[src/rtl/bus_pkg.sv]
// Shared types for the data-side bus: transfer size, transfer type and the
// dbus_master sequencing states.
package bus_pkg;

  typedef enum logic [1:0] {
    BYTE     = 2'd0,
    HALFWORD = 2'd1,
    WORD     = 2'd2
  } tsize_e;

  typedef enum logic {
    READ  = 1'b0,
    WRITE = 1'b1
  } ttype_e;

  typedef enum logic [2:0] {
    IDLE,
    ISSUE,
    WAIT,
    RMW_ISSUE_RD,
    RMW_WAIT_RD,
    RESP
  } dbus_master_state_e;

  // Right-aligned store data copied into every lane of the bus word.
  function automatic logic [31:0] lane_replicate(input logic [31:0] d, input tsize_e sz);
    case (sz)
      BYTE:     return {4{d[7:0]}};
      HALFWORD: return {2{d[15:0]}};
      default:  return d;
    endcase
  endfunction

endpackage

[src/rtl/master_bus_if.sv]
// Shared slave bus as seen by one initiator: bstart/bdone handshake plus
// address, data, size and direction.
interface master_bus_if;
  import bus_pkg::*;

  logic        bstart;
  ttype_e      ttype;
  tsize_e      tsize;
  logic [31:0] addr;
  logic [31:0] wdata;
  logic        bdone;
  logic [31:0] rdata;

  modport master (
    output bstart, ttype, tsize, addr, wdata,
    input  bdone, rdata
  );

  modport slave (
    input  bstart, ttype, tsize, addr, wdata,
    output bdone, rdata
  );

endinterface

[src/rtl/dbus_lane_unit.sv]
// Combinational lane handling: misalignment check, load sign/zero extension
// and, with DBUS_MASTER_RMW_EN, merging sub-word store data into a read word.
module dbus_lane_unit
  import bus_pkg::*;
(
  input  logic [1:0]  chk_addr_i,
  input  tsize_e      chk_size_i,
  output logic        misaligned_o,
  input  tsize_e      ld_size_i,
  input  logic        ld_unsigned_i,
  input  logic [31:0] ld_rdata_i,
  output logic [31:0] ld_data_o
`ifdef DBUS_MASTER_RMW_EN
  ,
  input  logic [1:0]  mg_addr_i,
  input  tsize_e      mg_size_i,
  input  logic [15:0] mg_wdata_i,
  input  logic [31:0] mg_rdata_i,
  output logic [31:0] mg_word_o
`endif
);

  assign misaligned_o = ((chk_size_i == WORD) && (chk_addr_i != 2'b00)) ||
                        ((chk_size_i == HALFWORD) && chk_addr_i[0]);

  // Slaves return the lane already right-aligned; only the upper bits change.
  always_comb begin
    ld_data_o = ld_rdata_i;
    case (ld_size_i)
      BYTE:     ld_data_o = {{24{~ld_unsigned_i & ld_rdata_i[7]}}, ld_rdata_i[7:0]};
      HALFWORD: ld_data_o = {{16{~ld_unsigned_i & ld_rdata_i[15]}}, ld_rdata_i[15:0]};
      default:  ;
    endcase
  end

`ifdef DBUS_MASTER_RMW_EN
  always_comb begin
    mg_word_o = mg_rdata_i;
    case (mg_size_i)
      BYTE:     mg_word_o[{mg_addr_i, 3'b000} +: 8]     = mg_wdata_i[7:0];
      HALFWORD: mg_word_o[{mg_addr_i[1], 4'b0000} +: 16] = mg_wdata_i;
      default:  ;
    endcase
  end
`endif

endmodule

[src/rtl/dbus_master.sv]
// Data-side bus initiator: one CPU load/store becomes one or two bus cycles.
// Define DBUS_MASTER_RMW_EN to make sub-word stores read-modify-write.
module dbus_master
  import bus_pkg::*;
#(
  parameter int unsigned TIMEOUT_CYCLES = 255
) (
  input  logic               clk,
  input  logic               rst_n,
  input  logic               req_valid,
  output logic               req_ready,
  input  logic               req_we,
  input  tsize_e             req_size,
  input  logic               req_unsigned,
  input  logic [31:0]        req_addr,
  input  logic [31:0]        req_wdata,
  output logic               resp_valid,
  output logic [31:0]        resp_rdata,
  output logic               resp_err,
  master_bus_if.master       bus
);

  localparam int CW = (TIMEOUT_CYCLES < 2) ? 1 : $clog2(TIMEOUT_CYCLES + 1);
  localparam logic [CW-1:0] TO_LOAD = CW'(TIMEOUT_CYCLES);

  dbus_master_state_e state_q, state_d;
  logic [CW-1:0] cnt_q, cnt_d;
  tsize_e        size_q, size_d;
  logic          uns_q, uns_d;
  logic          we_q, we_d;
  logic [31:0]   rdata_q, rdata_d;
  logic          err_q, err_d;
  logic [31:0]   bus_addr_q, bus_addr_d;
  logic [31:0]   bus_wdata_q, bus_wdata_d;
  tsize_e        bus_tsize_q, bus_tsize_d;
  ttype_e        bus_ttype_q, bus_ttype_d;
`ifdef DBUS_MASTER_RMW_EN
  logic [1:0]    lane_q, lane_d;
  logic [15:0]   wdata_q, wdata_d;
  logic [31:0]   merged;
`endif

  logic        misaligned;
  logic [31:0] ld_data;
  logic        timeout_hit;

  dbus_lane_unit u_lane (
    .chk_addr_i    (req_addr[1:0]),
    .chk_size_i    (req_size),
    .misaligned_o  (misaligned),
    .ld_size_i     (size_q),
    .ld_unsigned_i (uns_q),
    .ld_rdata_i    (bus.rdata),
    .ld_data_o     (ld_data)
`ifdef DBUS_MASTER_RMW_EN
    ,
    .mg_addr_i     (lane_q),
    .mg_size_i     (size_q),
    .mg_wdata_i    (wdata_q),
    .mg_rdata_i    (bus.rdata),
    .mg_word_o     (merged)
`endif
  );

  // Down-counter loaded at issue; terminal count 1 means the budget is spent.
  assign timeout_hit = (TIMEOUT_CYCLES != 0) && (cnt_q == CW'(1));

  always_comb begin
    state_d     = state_q;
    cnt_d       = cnt_q;
    size_d      = size_q;
    uns_d       = uns_q;
    we_d        = we_q;
    rdata_d     = rdata_q;
    err_d       = err_q;
    bus_addr_d  = bus_addr_q;
    bus_wdata_d = bus_wdata_q;
    bus_tsize_d = bus_tsize_q;
    bus_ttype_d = bus_ttype_q;
`ifdef DBUS_MASTER_RMW_EN
    lane_d      = lane_q;
    wdata_d     = wdata_q;
`endif
    case (state_q)
      IDLE: begin
        if (req_valid) begin
          size_d  = req_size;
          uns_d   = req_unsigned;
          we_d    = req_we;
          rdata_d = '0;
          err_d   = 1'b0;
`ifdef DBUS_MASTER_RMW_EN
          lane_d  = req_addr[1:0];
          wdata_d = req_wdata[15:0];
`endif
          if (misaligned) begin
            err_d   = 1'b1;
            state_d = RESP;
          end
`ifdef DBUS_MASTER_RMW_EN
          else if (req_we && (req_size != WORD)) begin
            bus_addr_d  = {req_addr[31:2], 2'b00};
            bus_ttype_d = READ;
            bus_tsize_d = WORD;
            bus_wdata_d = '0;
            state_d     = RMW_ISSUE_RD;
          end
`endif
          else begin
            bus_addr_d  = req_addr;
            bus_ttype_d = req_we ? WRITE : READ;
            bus_tsize_d = req_size;
            bus_wdata_d = lane_replicate(req_wdata, req_size);
            state_d     = ISSUE;
          end
        end
      end
      ISSUE, WAIT: begin
        if (bus.bdone) begin
          rdata_d = we_q ? '0 : ld_data;
          state_d = RESP;
        end else if (state_q == ISSUE) begin
          cnt_d   = TO_LOAD;
          state_d = WAIT;
        end else if (timeout_hit) begin
          err_d   = 1'b1;
          rdata_d = '0;
          state_d = RESP;
        end else begin
          cnt_d = cnt_q - CW'(1);
        end
      end
`ifdef DBUS_MASTER_RMW_EN
      RMW_ISSUE_RD, RMW_WAIT_RD: begin
        if (bus.bdone) begin
          bus_wdata_d = merged;
          bus_ttype_d = WRITE;
          bus_tsize_d = WORD;
          state_d     = ISSUE;
        end else if (state_q == RMW_ISSUE_RD) begin
          cnt_d   = TO_LOAD;
          state_d = RMW_WAIT_RD;
        end else if (timeout_hit) begin
          err_d   = 1'b1;
          rdata_d = '0;
          state_d = RESP;
        end else begin
          cnt_d = cnt_q - CW'(1);
        end
      end
`endif
      RESP:    state_d = IDLE;
      default: state_d = IDLE;
    endcase
  end

  always_ff @(posedge clk or negedge rst_n) begin
    if (!rst_n) begin
      state_q     <= IDLE;
      cnt_q       <= '0;
      size_q      <= WORD;
      uns_q       <= 1'b0;
      we_q        <= 1'b0;
      rdata_q     <= '0;
      err_q       <= 1'b0;
      bus_addr_q  <= '0;
      bus_wdata_q <= '0;
      bus_tsize_q <= WORD;
      bus_ttype_q <= READ;
`ifdef DBUS_MASTER_RMW_EN
      lane_q      <= '0;
      wdata_q     <= '0;
`endif
    end else begin
      state_q     <= state_d;
      cnt_q       <= cnt_d;
      size_q      <= size_d;
      uns_q       <= uns_d;
      we_q        <= we_d;
      rdata_q     <= rdata_d;
      err_q       <= err_d;
      bus_addr_q  <= bus_addr_d;
      bus_wdata_q <= bus_wdata_d;
      bus_tsize_q <= bus_tsize_d;
      bus_ttype_q <= bus_ttype_d;
`ifdef DBUS_MASTER_RMW_EN
      lane_q      <= lane_d;
      wdata_q     <= wdata_d;
`endif
    end
  end

  assign req_ready  = (state_q == IDLE);
  assign resp_valid = (state_q == RESP);
  assign resp_rdata = resp_valid ? rdata_q : '0;
  assign resp_err   = resp_valid & err_q;

  assign bus.bstart = (state_q == ISSUE) || (state_q == RMW_ISSUE_RD);
  assign bus.addr   = bus_addr_q;
  assign bus.wdata  = bus_wdata_q;
  assign bus.tsize  = bus_tsize_q;
  assign bus.ttype  = bus_ttype_q;

endmodule

[src/flat_wrapper.sv]
// flat-port wrapper written by rule: the top's interface ports become plain ports
module dbus_master_flat import bus_pkg::*;
#(
  parameter int unsigned TIMEOUT_CYCLES = 255
)
  (clk, rst_n, req_valid, req_ready, req_we, req_size, req_unsigned, req_addr, req_wdata, resp_valid, resp_rdata, resp_err, bus_bstart, bus_ttype, bus_tsize, bus_addr, bus_wdata, bus_bdone, bus_rdata);
  master_bus_if bus_i ();
  input  logic clk;
  input  logic rst_n;
  input  logic req_valid;
  output logic req_ready;
  input  logic req_we;
  input  tsize_e req_size;
  input  logic req_unsigned;
  input  logic [31:0] req_addr;
  input  logic [31:0] req_wdata;
  output logic resp_valid;
  output logic [31:0] resp_rdata;
  output logic resp_err;
  output wire logic [$bits(bus_i.bstart)-1:0] bus_bstart;
  output wire logic [$bits(bus_i.ttype)-1:0] bus_ttype;
  output wire logic [$bits(bus_i.tsize)-1:0] bus_tsize;
  output wire logic [$bits(bus_i.addr)-1:0] bus_addr;
  output wire logic [$bits(bus_i.wdata)-1:0] bus_wdata;
  input wire logic [$bits(bus_i.bdone)-1:0] bus_bdone;
  input wire logic [$bits(bus_i.rdata)-1:0] bus_rdata;
  assign bus_bstart = bus_i.bstart;
  assign bus_ttype = bus_i.ttype;
  assign bus_tsize = bus_i.tsize;
  assign bus_addr = bus_i.addr;
  assign bus_wdata = bus_i.wdata;
  assign bus_i.bdone = bus_bdone;
  assign bus_i.rdata = bus_rdata;
  dbus_master #(.TIMEOUT_CYCLES(TIMEOUT_CYCLES)) u_core (.clk(clk), .rst_n(rst_n), .req_valid(req_valid), .req_ready(req_ready), .req_we(req_we), .req_size(req_size), .req_unsigned(req_unsigned), .req_addr(req_addr), .req_wdata(req_wdata), .resp_valid(resp_valid), .resp_rdata(resp_rdata), .resp_err(resp_err), .bus(bus_i));
endmodule
[config.mk]
export PLATFORM = sky130hd
export DESIGN_NAME = dbus_master_flat
export DESIGN_NICKNAME = d
export VERILOG_FILES = /design/src/rtl/bus_pkg.sv /design/src/rtl/master_bus_if.sv /design/src/rtl/dbus_lane_unit.sv /design/src/rtl/dbus_master.sv /design/src/flat_wrapper.sv
export SDC_FILE = /design/constraint.sdc
export NUM_CORES = 1
export LEC_CHECK = 0
export ABC_AREA = 1
export BUFFER_PORTS_ARGS = -buffer_cell sky130_fd_sc_hd__clkbuf_2
export CORE_MARGIN = 5
export CORE_UTILIZATION = 45
export CTS_CLUSTER_SIZE = 14
export DETAILED_ROUTE_END_ITERATION = 6
export PLACE_DENSITY = 0.85
export SLEW_MARGIN = 20
export SYNTH_ARGS = -nofsm -noshare
export SYNTH_HDL_FRONTEND = slang
export SYNTH_SLANG_ARGS = --single-unit
[constraint.sdc]
create_clock -name clk -period 1.9 [get_ports clk]
set_clock_uncertainty 0.05 [all_clocks]
set_input_delay 0.095 -clock clk [delete_from_list [all_inputs] [get_ports clk]]
set_output_delay 0.095 -clock clk [all_outputs]
set_load 0.01 [all_outputs]
==> results of run 1 <==
area by class of cell:
cell class / instances / area [sq um]
fill: 900 / 3760
timing repair buffer: 312 / 2130
sequential: 115 / 2880
tap: 168 / 210
multi-input combinational: 508 / 2220
inverter: 66 / 248
clock buffer: 23 / 488
clock inverter: 9 / 126
where the power goes:
group          switching [mW]  leakage, nW  internal (mW)
combinational            3.09         2.73           1.85
clock                    1.11        0.303           2.20
sequential              0.740         1.47           3.58
total                    4.94         4.50           7.63
per-layer routing:
| metal | wire, um | vias up | global-route usage (%) |
|---|---|---|---|
| met4 | 443 | 0 | 9.38 |
| met3 | 1500 | 38 | 5.97 |
| li1 | - | 2839 | - |
| met5 | 0 | - | 0 |
| met2 | 8680 | 305 | 40.8 |
| met1 | 7340 | 2662 | 31.0 |
cell usage after synthesis (3+ instances only):
library cell,count,area share [%]
nor2_1,93,6.3
inv_1,63,4.2
buf_6,11,2.2
dfrtp_1,113,51
clkbuf_1,13,0.88
nand2_2,6,0.67
o21ai_0,48,4.3
clkbuf_2,3,0.27
nand3_1,45,4.0
buf_4,7,0.94
o21ai_1,14,1.3
a21oi_1,26,2.3
nand2_1,259,17
cells by family after synthesis:
group / count (synthesis) / synth area share (%)
AOI/OAI and AO/OA: 90 / 8.35
DFF: 115 / 51.7
adders and majority gates: 2 / 0.449
and+or+nand+nor: 416 / 30.6
buffers and inverters: 102 / 8.93
final timing paths:
kind | from | endpoint | slack [ns]
min in group asynchronous | rst_n | u_core.rdata_q[3] | 0.29
min reg2reg | u_core.rdata_q[15] | u_core.rdata_q[15] | 0.42
min | bus_rdata[22] | u_core.rdata_q[22] | 0.01
max reg2reg | u_core.state_q[2] | u_core.bus.wdata[27] | 0.19
max | u_core.state_q[1] | resp_rdata[26] | 0.07
max in group asynchronous | rst_n | u_core.state_q[0] | 1.05
sequential cells by signal, summed over array words and instances, names as in the netlist:
name,flops
u_core.bus.wdata,32
u_core.bus.tsize,2
u_core.we_q,1
u_core.bus.ttype,1
u_core.uns_q,1
u_core.cnt_q,8
u_core.rdata_q,32
u_core.state_q,3
u_core.err_q,1
u_core.bus.addr,32
u_core.size_q,2
what timing repair did:
item	in CTS	in global routing
hold buffers	92	0
setup endpoints to repair	33	34
buffers inserted	0	2
resized for setup	3	8
hold endpoints to repair	207	0
pin swaps	1	0
critical path, cell delays in order, from the launching register on:
cell and delay [ns]:
dfrtp_2 0.45, nor3_4 0.24, inv_1 0.07, buf_6 0.19, nor2_1 0.15, clkbuf_2 0.17
cell usage in the layout, fill, tap and decap left out, types with 3 or more instances in the layout:
cell type,count
buf_12,5
a21oi_1,26
dlygate4sd3_1,92
inv_2,4
nand2_1,259
o21ai_1,14
clkbuf_8,4
nand3_1,45
nor2_1,90
bufinv_16,3
nand2_2,5
clkbuf_16,17
clkbuf_2,205
nor2_2,5
clkinv_2,4
o21ai_0,48
dfrtp_1,111
inv_1,61
buf_4,8
==> reports/metrics.cfg, run 1 <==
[outcome]
status=finished clean

[grt]
grt_overflow=0
track_usage_pct=24.6
grt_antenna_before_repair=0
grt_pass1_vias=5972
grt_pass1_wl_mm=29.0
grt_max_degree=116

[final_layout]
layout-drive-gt1-share_pct=27.2
area_growth_pct=49.0
antenna_cells=0
final_nets=1126
layout.cells.non_filler=1201
stdcell_area_sq_um=8310
final_util_pct=68.9

[logic_synthesis]
ys_warn_count=0
yosysSeqAreaShare_pct=51.7
synth_seq_cells=115
async_flop_share_pct=100
synth-edff-count=0
ys_types=28
syn_area_sq_um=5580
synth_fp_nets=831
avgSynthCellArea_sq_um=7.69
synth-main-ff-cell=dfrtp_1
postSynthCellCount=725

[floorplan]
ioPinCount=207
fp.dieArea_sq_um=14700
rows=40
core_area_sq_um=12100
dieHeight_um=121
initial_utilization_pct=46.2
die_w_um=121

[pwr]
p_total_mw=12.6
power_leakage_nw=4.50
ir_drop_v=0.000756
p_per_area_nw_per_um2=1510

[detailed_routing]
drt-total-wl_mm=18.0
drt_drc_violations_left=0
ant_nets=0
drt-initial-drc-count=471
vias=5844
dr.pass1.iters=6
wire_per_inst_um=15.0
post_drt_via_cell_ratio=4.87

[sta]
tightestPinTransition_ns=0.602
layout_setup_ws_ns=0.0675
hold_viol=0
drv_slew=0
tns_ns=0
fin_crit_ns=1.83
holdWs_ns=0.0110
max_freq_ghz=0.546
setup_viol_count_final=0
relSlewSlack_pct=59.9
period_share_pct=96.4

[worst_hold_path]
holdCritPathClass=input port to register
worstHoldPathCells=5

[clocking]
h-tree-depth=4
cts-buffers-inserted=17
clk_pin_slew_worst_paths_ns=0.06
clockBufferDepth=2
cts_root_buffer=clkbuf_16
clk_latency_ns=0.40
cts_tree=done
cts.sinks=115

[place]
port_buffers=206
place_inst=1075
dp_slack_ns=0.236
place.gp.congestion=0.838
placedInstanceArea_sq_um=6730
dp_hpwl_mm=10.7

[critical_path]
worstPathRequired_ns=1.75
rr_worst_depth=7
critPathLaunchType=register
critPathMaxFanout=33
endpoint_kind=output pin
path_class=register to output pin
arrival_ns=1.69

[run]
maxCapViolations=0

Power figures use the tool's default switching activity.
==> inputs of run 2 (changes only) <==
clock period = 1.7 ns   (was 1.9 ns; I/O delays follow)
==> reports/metrics.cfg, run 2 (same netlist as run 1, synthesis figures left out) <==
[detailed_routing]
vias=6053  ; +3.6%
drt-initial-drc-count=519  ; +10%
drt-total-wl_mm=19.0  ; +6.0%
dr.pass1.iters=5  ; -1
wire_per_inst_um=15.5  ; +4.0%
post_drt_via_cell_ratio=4.95  ; +1.6%
ant_nets=0  ; unchanged
drt_drc_violations_left=0  ; unchanged

[sta]
drv_slew=0  ; unchanged
max_freq_ghz=0.558
relSlewSlack_pct=64.6  ; +4.7 points
fin_crit_ns=1.79
rsz0062_at_grt=true
layout_setup_ws_ns=-0.0927  ; -0.160 ns
tightestPinTransition_ns=0.529  ; -0.0728 ns
period_share_pct=105
hold_viol=0  ; unchanged
setup_viol_count_final=33  ; +33
holdWs_ns=0.0146  ; +0.00360 ns

[place]
place.gp.congestion=0.867  ; +3.4%
dp_hpwl_mm=10.9  ; +2.1%
port_buffers=206  ; unchanged
place_inst=1082  ; +0.65%

[clocking]
cts-buffers-inserted=17  ; unchanged
clockBufferDepth=2  ; unchanged
h-tree-depth=4  ; unchanged
clk_pin_slew_worst_paths_ns=0.06  ; about the same
clk_latency_ns=0.40  ; about the same
cts_tree=done
cts_root_buffer=clkbuf_16
cts.sinks=115  ; unchanged

[critical_path]
arrival_ns=1.66  ; -0.03 ns
path_class=register to output pin
worst_path_max_delay_cell=dfrtp_1
critPathMaxFanout=8  ; -76%
critPathLaunchType=register
crit_chain=inv_2 -> nor3_4 -> inv_4 -> clkbuf_16 -> nor2_1 -> clkbuf_2
cpPeakStageDelay_ns=0.40  ; -0.05 ns
endpoint_kind=output pin
worstPathRequired_ns=1.56  ; -0.19 ns

[final_layout]
n_fill_cell=834  ; -7.3%
layout.cells.non_filler=1224  ; +1.9%
layout_commonest_cell=nand2_1
antenna_cells=0  ; unchanged
area_growth_pct=55.4
mostFrequentLayoutCells=259 x nand2_1, 196 x clkbuf_2, 112 x dfrtp_1
final_nets=1149  ; +2.0%
layout-drive-gt1-share_pct=30.3  ; +3.1 points

[floorplan]
fp.dieArea_sq_um=14700  ; unchanged
die_w_um=121  ; unchanged
rows=40  ; unchanged
core_area_sq_um=12100  ; unchanged
ioPinCount=207  ; unchanged
dieHeight_um=121  ; unchanged
initial_utilization_pct=46.2  ; unchanged

[pwr]
ir_drop_v=0.000733  ; -3.0%
power_leakage_nw=4.64  ; +3.2%
p_per_area_nw_per_um2=1700  ; +13%
p_total_mw=14.8  ; +17%

[run]
maxCapViolations=0  ; unchanged

[grt]
grt_pass1_vias=6028  ; +0.94%
grt_max_degree=77  ; -34%
grt_overflow=0  ; unchanged
track_usage_pct=25.7  ; +1.1 points
grt_pass1_wl_mm=29.9  ; +3.4%
grt_antenna_before_repair=0  ; unchanged

[outcome]
violations=negative setup slack
status=finished, violations left

[worst_hold_path]
holdCritPathClass=input port to register

[run 2: cell types whose count changed in the layout (fill, tap and decap cells not counted), moves of 3 or more]
| cell | change |
|---|---|
| nor2_1 | -18 |
| nor2_2 | +16 |
| buf_4 | +13 |
| clkbuf_2 | -9 |
| buf_2 | +8 |
| dlygate4sd3_1 | +6 |
| clkinvlp_4 | +5 |
| clkinv_2 | -3 |
| o21ai_0 | -3 |
| o21ai_1 | +3 |
[run 2: layout make-up]
cell class / count / area, sq um / area share (%)
Clock buffer: 20 / 467 / 5.39
Clock inverter: 12 / 179 / 2.07
Inverter: 66 / 250 / 2.89
Multi-Input combinational cell: 508 / 2280 / 26.3
Sequential cell: 115 / 2880 / 33.3
Tap cell: 168 / 210 / 2.43
Timing Repair Buffer: 335 / 2390 / 27.6
[run 2: final timing paths]
path / startpoint / to / slack [ns] / cells after the start
setup / recovery: u_core.state_q[2] / resp_rdata[26] / -0.09 / 6
hold / removal: req_wdata[31] / u_core.bus.wdata[31] / 0.01 / 5
setup reg to reg: u_core.state_q[0] / u_core.rdata_q[2] / 0.01 / 9
hold reg to reg: u_core.rdata_q[26] / u_core.rdata_q[26] / 0.42 / 2
max in group asynchronous: rst_n / u_core.size_q[1] / 1.09 / 3
min in group asynchronous: rst_n / u_core.cnt_q[4] / 0.18 / 3
[run 2: layer usage]
metal | vias to the layer above | part of all wire (%) | GRT usage [%]
met5 | - | 0 | 0
met4 | 0 | 4.3 | 12.9
met3 | 65 | 8.6 | 8.21
met2 | 309 | 48 | 42.2
met1 | 2790 | 39 | 30.3
li1 | 2889 | - | -
[run 2: critical path, delay by kind of cell, from the launching register on]
| kind | cells | cell delay [ns] |
|---|---|---|
| buffers and inverters | 4 | 0.54 |
| DFF | 1 | 0.40 |
| and+or+nand+nor | 2 | 0.31 |
[run 2: what timing repair did]
| item | in CTS | in global routing |
|---|---|---|
| cloned | 2 | 1 |
| gates resized for setup | 27 | 23 |
| hold buffers | 98 | 0 |
| endpoints found under the setup margin | 33 | 143 |
| pin swaps | 1 | 2 |
| buffers inserted | 3 | 6 |
| hold endpoints to repair | 217 | 0 |
[run 2: where the power goes]
group	switching [mW]	internal [mW]	total [mW]
registers	0.857	4.01	4.86
clock network	1.29	2.57	3.86
logic	3.65	2.39	6.04
[run 2: through the flow]
stage	setup TNS (ns)	worst slack, ns	cell area, sq um	utilization, %
2_1_floorplan	0	0.192	5580	-
3_5_place_dp	0	0.0992	6790	56.3
3_3_place_gp	0	0.156	6790	56.3
6_report	-2.16	-0.0927	8660	71.8
4_1_cts	-2.53	-0.113	8570	71.0
5_1_grt	-7.34	-0.180	8660	71.8
